`src/rtl/brg_pkg.sv`:
```
// Shared constants for the fractional baud-rate generator: 125 MHz divisor
// presets (16x oversampling), oversample default, divisor clamp and update FSM states.
package brg_pkg;

    localparam int unsigned OSR_DEF         = 16;
    localparam int unsigned MIN_DIV         = 2;

    // 125e6 / (16 * baud), split into integer and 1/16ths
    localparam int unsigned DIV_9600_INT    = 813;
    localparam int unsigned DIV_9600_FRAC   = 13;
    localparam int unsigned DIV_19200_INT   = 406;
    localparam int unsigned DIV_19200_FRAC  = 14;
    localparam int unsigned DIV_38400_INT   = 203;
    localparam int unsigned DIV_38400_FRAC  = 7;
    localparam int unsigned DIV_115200_INT  = 67;
    localparam int unsigned DIV_115200_FRAC = 13;

    typedef enum logic {
        UPD_IDLE = 1'b0,
        UPD_PEND = 1'b1
    } upd_state_e;

endpackage

```
`src/rtl/brg_frac_tick.sv`:
```
// Oversample divider: os_cnt plus fractional accumulator, emits a registered os_tick.
// The accumulator is only built when BRG_FRAC_EN is defined; otherwise the period is div_int_i.
module brg_frac_tick #(
    parameter int unsigned INT_W  = 16,
    parameter int unsigned FRAC_W = 4
) (
    input  logic              clk,
    input  logic              reset,
    input  logic              en_i,
    input  logic              clear_i,
    input  logic [INT_W-1:0]  div_int_i,
    input  logic [FRAC_W-1:0] div_frac_i,
    output logic              wrap_o,
    output logic              os_tick_o
);

    logic [INT_W:0] os_cnt_q;
    logic [INT_W:0] period;
    logic           os_tick_q;

`ifdef BRG_FRAC_EN
    logic [FRAC_W-1:0] frac_acc_q;
    logic              carry_q;
    logic [FRAC_W:0]   frac_sum;

    assign frac_sum = {1'b0, frac_acc_q} + {1'b0, div_frac_i};
    // Overflow of the previous add stretches the current period by one cycle
    assign period   = {1'b0, div_int_i} + (INT_W + 1)'(carry_q);
`else
    logic unused_frac;

    assign unused_frac = ^div_frac_i;
    assign period      = {1'b0, div_int_i};
`endif

    assign wrap_o    = en_i && (os_cnt_q == period - (INT_W + 1)'(1));
    assign os_tick_o = os_tick_q;

    always_ff @(posedge clk) begin
        if (reset || clear_i) begin
            os_cnt_q   <= '0;
            os_tick_q  <= 1'b0;
`ifdef BRG_FRAC_EN
            frac_acc_q <= '0;
            carry_q    <= 1'b0;
`endif
        end else begin
            os_tick_q <= wrap_o;
            if (en_i) begin
                if (wrap_o) begin
                    os_cnt_q   <= '0;
`ifdef BRG_FRAC_EN
                    frac_acc_q <= frac_sum[FRAC_W-1:0];
                    carry_q    <= frac_sum[FRAC_W];
`endif
                end else begin
                    os_cnt_q <= os_cnt_q + (INT_W + 1)'(1);
                end
            end
        end
    end

endmodule

```
`src/rtl/brg_frac.sv`:
```
// Fractional baud-rate generator top: phase counter, baud tick/clock and divisor update handshake.
// Fractional division is enabled by defining BRG_FRAC_EN.
module brg_frac
    import brg_pkg::*;
#(
    parameter int unsigned INT_W        = 16,
    parameter int unsigned FRAC_W       = 4,
    parameter int unsigned OSR          = OSR_DEF,
    parameter int unsigned RST_DIV_INT  = DIV_115200_INT,
    parameter int unsigned RST_DIV_FRAC = DIV_115200_FRAC
) (
    input  logic              clk,
    input  logic              reset,
    input  logic              en,
    input  logic [INT_W-1:0]  div_int,
    input  logic [FRAC_W-1:0] div_frac,
    input  logic              div_valid,
    output logic              div_ready,
    output logic              os_tick,
    output logic              baud_tick,
    output logic              baud_clk,
    output logic              upd_pend
);

    localparam int unsigned     PH_W    = $clog2(OSR);
    localparam logic [PH_W-1:0] PH_LAST = PH_W'(OSR - 1);
    localparam logic [PH_W-1:0] PH_HALF = PH_W'(OSR / 2 - 1);

    upd_state_e        state_q;
    logic [INT_W-1:0]  act_int_q;
    logic [FRAC_W-1:0] act_frac_q;
    logic [INT_W-1:0]  shd_int_q;
    logic [INT_W-1:0]  shd_int_d;
    logic [FRAC_W-1:0] shd_frac_q;
    logic [PH_W-1:0]   ph_q;
    logic              baud_tick_q;
    logic              baud_clk_q;
    logic              os_wrap;
    logic              xfer;
    logic              apply;

    assign div_ready = (state_q == UPD_IDLE);
    assign upd_pend  = (state_q == UPD_PEND);
    assign baud_tick = baud_tick_q;
    assign baud_clk  = baud_clk_q;

    assign xfer      = div_valid && div_ready;
    // Applied in the cycle after the boundary tick, so a transfer made during
    // that tick cycle is still pending and waits for the following boundary.
    assign apply     = upd_pend && (baud_tick_q || !en);
    assign shd_int_d = (div_int < INT_W'(MIN_DIV)) ? INT_W'(MIN_DIV) : div_int;

    brg_frac_tick #(
        .INT_W  (INT_W),
        .FRAC_W (FRAC_W)
    ) u_tick (
        .clk        (clk),
        .reset      (reset),
        .en_i       (en),
        .clear_i    (apply),
        .div_int_i  (act_int_q),
        .div_frac_i (act_frac_q),
        .wrap_o     (os_wrap),
        .os_tick_o  (os_tick)
    );

    always_ff @(posedge clk) begin
        if (reset) begin
            state_q     <= UPD_IDLE;
            act_int_q   <= INT_W'(RST_DIV_INT);
            act_frac_q  <= FRAC_W'(RST_DIV_FRAC);
            shd_int_q   <= '0;
            shd_frac_q  <= '0;
            ph_q        <= '0;
            baud_tick_q <= 1'b0;
            baud_clk_q  <= 1'b0;
        end else begin
            baud_tick_q <= 1'b0;
            if (apply) begin
                state_q    <= UPD_IDLE;
                act_int_q  <= shd_int_q;
                act_frac_q <= shd_frac_q;
                ph_q       <= '0;
            end else if (os_wrap) begin
                ph_q        <= (ph_q == PH_LAST) ? '0 : ph_q + PH_W'(1);
                baud_tick_q <= (ph_q == PH_LAST);
                if (ph_q == PH_HALF) begin
                    baud_clk_q <= 1'b1;
                end else if (ph_q == PH_LAST) begin
                    baud_clk_q <= 1'b0;
                end
            end
            if (xfer) begin
                state_q    <= UPD_PEND;
                shd_int_q  <= shd_int_d;
                shd_frac_q <= div_frac;
            end
        end
    end

endmodule

```
`config.mk`:
```
export PLATFORM = sky130hd
export DESIGN_NAME = brg_frac
export DESIGN_NICKNAME = d
export VERILOG_FILES = /design/src/rtl/brg_pkg.sv /design/src/rtl/brg_frac_tick.sv /design/src/rtl/brg_frac.sv
export SDC_FILE = /design/constraint.sdc
export NUM_CORES = 1
export LEC_CHECK = 0
export CORE_MARGIN = 3
export CORE_UTILIZATION = 40
export DETAILED_ROUTE_END_ITERATION = 6
export GPL_TIMING_DRIVEN = 1
export SLEW_MARGIN = 20
export SYNTH_ARGS = -nofsm -noshare
export SYNTH_HDL_FRONTEND = slang
export SYNTH_SLANG_ARGS = --single-unit
export TNS_END_PERCENT = 5
```
`constraint.sdc`:
```
create_clock -name clk -period 2.8 [get_ports clk]
set_input_delay 0.56 -clock clk [delete_from_list [all_inputs] [get_ports clk]]
set_output_delay 0.56 -clock clk [all_outputs]
set_load 0.01 [all_outputs]
```
==> results.md <==
- IO buf count: 24
- Vias in the first global route: 2,375
- Crit-path slowest cell: or4_4
- Area of the multi-input gates: 1670 um2
- Yosys reg bits: 57
- Drt pass-1 iters: 4
- Async S/R FF share, synth: 0%
- Min Hold Slack: 453 ps
- CP delay by family, top: simple AND/OR/NAND/NOR gates
- Initial antenna violation count: 0
- Setup TNS: -453 ps
- HPWL Detailed: 4710 um
- Die ar.: 8160 um2
- Commonest cells after routing, fill and taps aside: nand2_1 (78), dfxtp_1 (57), nor2_1 (38)
- Hold Violations, Final: 0
- CTS tree: yes
- Max Slew Vio Count: 0
- Failing checks: negative setup slack
- Status: complete, but fails checks
- Max cap viols: 0
- DRT iter0 DRCs: 108
- Mapped Area: 2850 um2
- Clk sink count: 57
- Setup WS post-layout: -45.0 ps
- Cell area power density: 528 nW/um2
- Hold Crit Class: reg2reg
- VDD IR max: 0.000418 V
- Skew-Pair Late Insertion Delay: 340 ps
- Clock root buffer: clkbuf_8
- CP bufs+invs: 1
- Critical-path cell list: or4_4 > or4_4 > or3_1 > a211oi_2 > o22a_1 > and3_4 > buf_12 > mux2i_1 > nor2_1
- Final core area utilization: 53.4%
- Register area: 1140 um2
- Setup Skew: 8.32 ps
- Final ANT Viol Nets: 0
- Clock-pin slew on the worst setup and hold paths: 70 ps
- Critical path depth in cells: 9
- Gpl congestion: 0.776
- Largest net degree at the start of global routing: 34
- Slowest stage delay, CP: 530 ps
- Syn Area/Cell: 7.86 um2
- Layout cell share with drive strength beyond 1: 14.9%
- Die height: 90.4 um
- Initial Util: 41.7%
- First-pass GRT wire length: 10,800 um
- Via count: 2,550
- Setup crit start kind: flop
- Fmax: 0.351 GHz
- Layout area overhead: 28.3%
- Fin crit share: 102%
- H-tree levels: 3
- Io pins: 29
- Vias per inst: 5.05
- N_diodes: 0
- Total global-route track usage: 16.3%
- Most used cell, CP: or4_4
- Worst setup EP type: flop
- Syn_nets: 389
- Seq/Total Area, Yosys: 40.1%
- Total congestion overflow: 0
- Critical Path Fanout Max: 7
- Final Power: 1930 uW
- Count of cell types in the netlist: 49
- Period minus WS final: 2850 ps
- CTS Buffer Depth: 2
- Dominant synthesized flop cell: dfxtp_1
- Die W: 90.4 um
- Max-slew headroom: 67.0%
- DRC Markers: 0
- Net count, final: 431
- Cts-stage hold buffer count: 0
- Tightest Pin Transition: 494 ps
- Post-Synthesis Cells: 362
- Critical path class: reg2reg
- Mean routed wirelength per cell: 13.0 um
- Arr. time, crit path: 3070 ps
- Hold depth: 2
- CORE AREA: 6830 um2
- RSZ-0062 raised after global routing: yes
- Rows: 30
- Most common cell after layout, fill and taps aside: nand2_1
- # fillers: 678
- Path depth of the worst reg2reg path: 9
- Post-synth EDFFs: 0
- Leakage power: 0.00135 uW
- Ys Warns: 0
- CTS buffer count: 9
- Detailed Route WL: 6590 um
- Req. time, crit path: 3030 ps
- # setup viols final: 17
## worst min-delay path, stage by stage (launching register included)
cell and delay (ps):
dfxtp_1 310, nand2_1 50, a21oi_1 50
## timing repair
action | in CTS | in global routing
endpoints found under the setup margin | 22 | 22
hold endpoints to repair | 0 | 0
resized for setup | 2 | 7
setup buffers | 1 | 0
pin swaps | 4 | 4
## worst paths after layout
| kind | start | end | slack [ps] |
|---|---|---|---|
| max | act_int_q[7] | ph_q[0] | -50 |
| min | shd_int_q[10] | act_int_q[10] | 450 |
| max reg2reg | act_int_q[7] | ph_q[0] | -50 |
| min reg2reg | shd_int_q[10] | act_int_q[10] | 450 |
## synthesized netlist by cell type, types with 2 or more instances
library cell	instances	area share [%]
or4_4	2	0.79
nor2_1	38	5.0
o21ai_0	5	0.88
and3_1	3	0.66
nand2_1	78	10
or4_1	3	0.79
nor2b_1	6	1.3
xor2_1	18	5.5
nand2b_1	3	0.66
a31oi_1	3	0.66
a21oi_1	32	5.6
ha_1	3	1.3
clkbuf_1	17	2.2
nand3b_1	4	1.1
o21a_1	2	0.53
a2bb2oi_1	2	0.62
nor3_1	9	1.6
nand3_1	6	1.1
inv_1	7	0.92
nor4b_1	2	0.62
mux2i_1	3	1.1
nand4_1	10	2.2
or3_1	4	0.88
xnor2_1	15	4.6
dfxtp_1	57	40
nor4_1	7	1.5
## registers in the layout, summed over array words and instances, names as in the netlist
signal	flops
act_int_q	16
baud_clk	1
baud_tick	1
ph_q	4
shd_int_q	16
u_tick.os_cnt_q	17
u_tick.os_tick_o	1
upd_pend	1
## logic make-up (layout without fill, tap and decap cells)
logic type                 Yosys count  count (layout)  synth area share, %
AOI/OAI and AO/OA                   59              59                 13.3
DFF                                 57              57                 40.1
and+or+nand+nor                    180             180                 30.0
muxes                                4               4                 1.45
buffers and inverters               26              73                 3.74
adders and majority gates            3               3                 1.32
xor gates and xnor gates            33              33                 10.2
## per-stage QoR
step                setup WS (ps)  std cells  instance area, um2
global route                 -141        505                3650
CTS                         -61.9        505                3610
finish                      -45.0        505                3650
detailed placement           -109        488                3350
global placement            -48.1        488                3350
floorplan                    16.0        362                2860
## power by group
part	internal, uW	switching [uW]
sequential	835	21.2
combinational	88.6	91.5
clock	550	342
total	1470	455
## metal layers
layer  GRT usage (%)  vias up  routed length (um)
li1                -     1328                   -
met1            20.0     1170                3160
met2            26.5       39                3000
met3            4.50       13                 262
met4            7.65        0                 161
met5               0        -                   0
## layout make-up
| type | instances | share of cell area (%) |
|---|---|---|
| Multi-Input combinational cell | 279 | 45.8 |
| Sequential cell | 57 | 31.3 |
| Timing Repair Buffer | 50 | 12.6 |
| Clock buffer | 12 | 4.25 |
| Tap cell | 96 | 3.29 |
| Clock inverter | 4 | 2.06 |
| Inverter | 7 | 0.720 |
(Power assumes the default switching activity.)
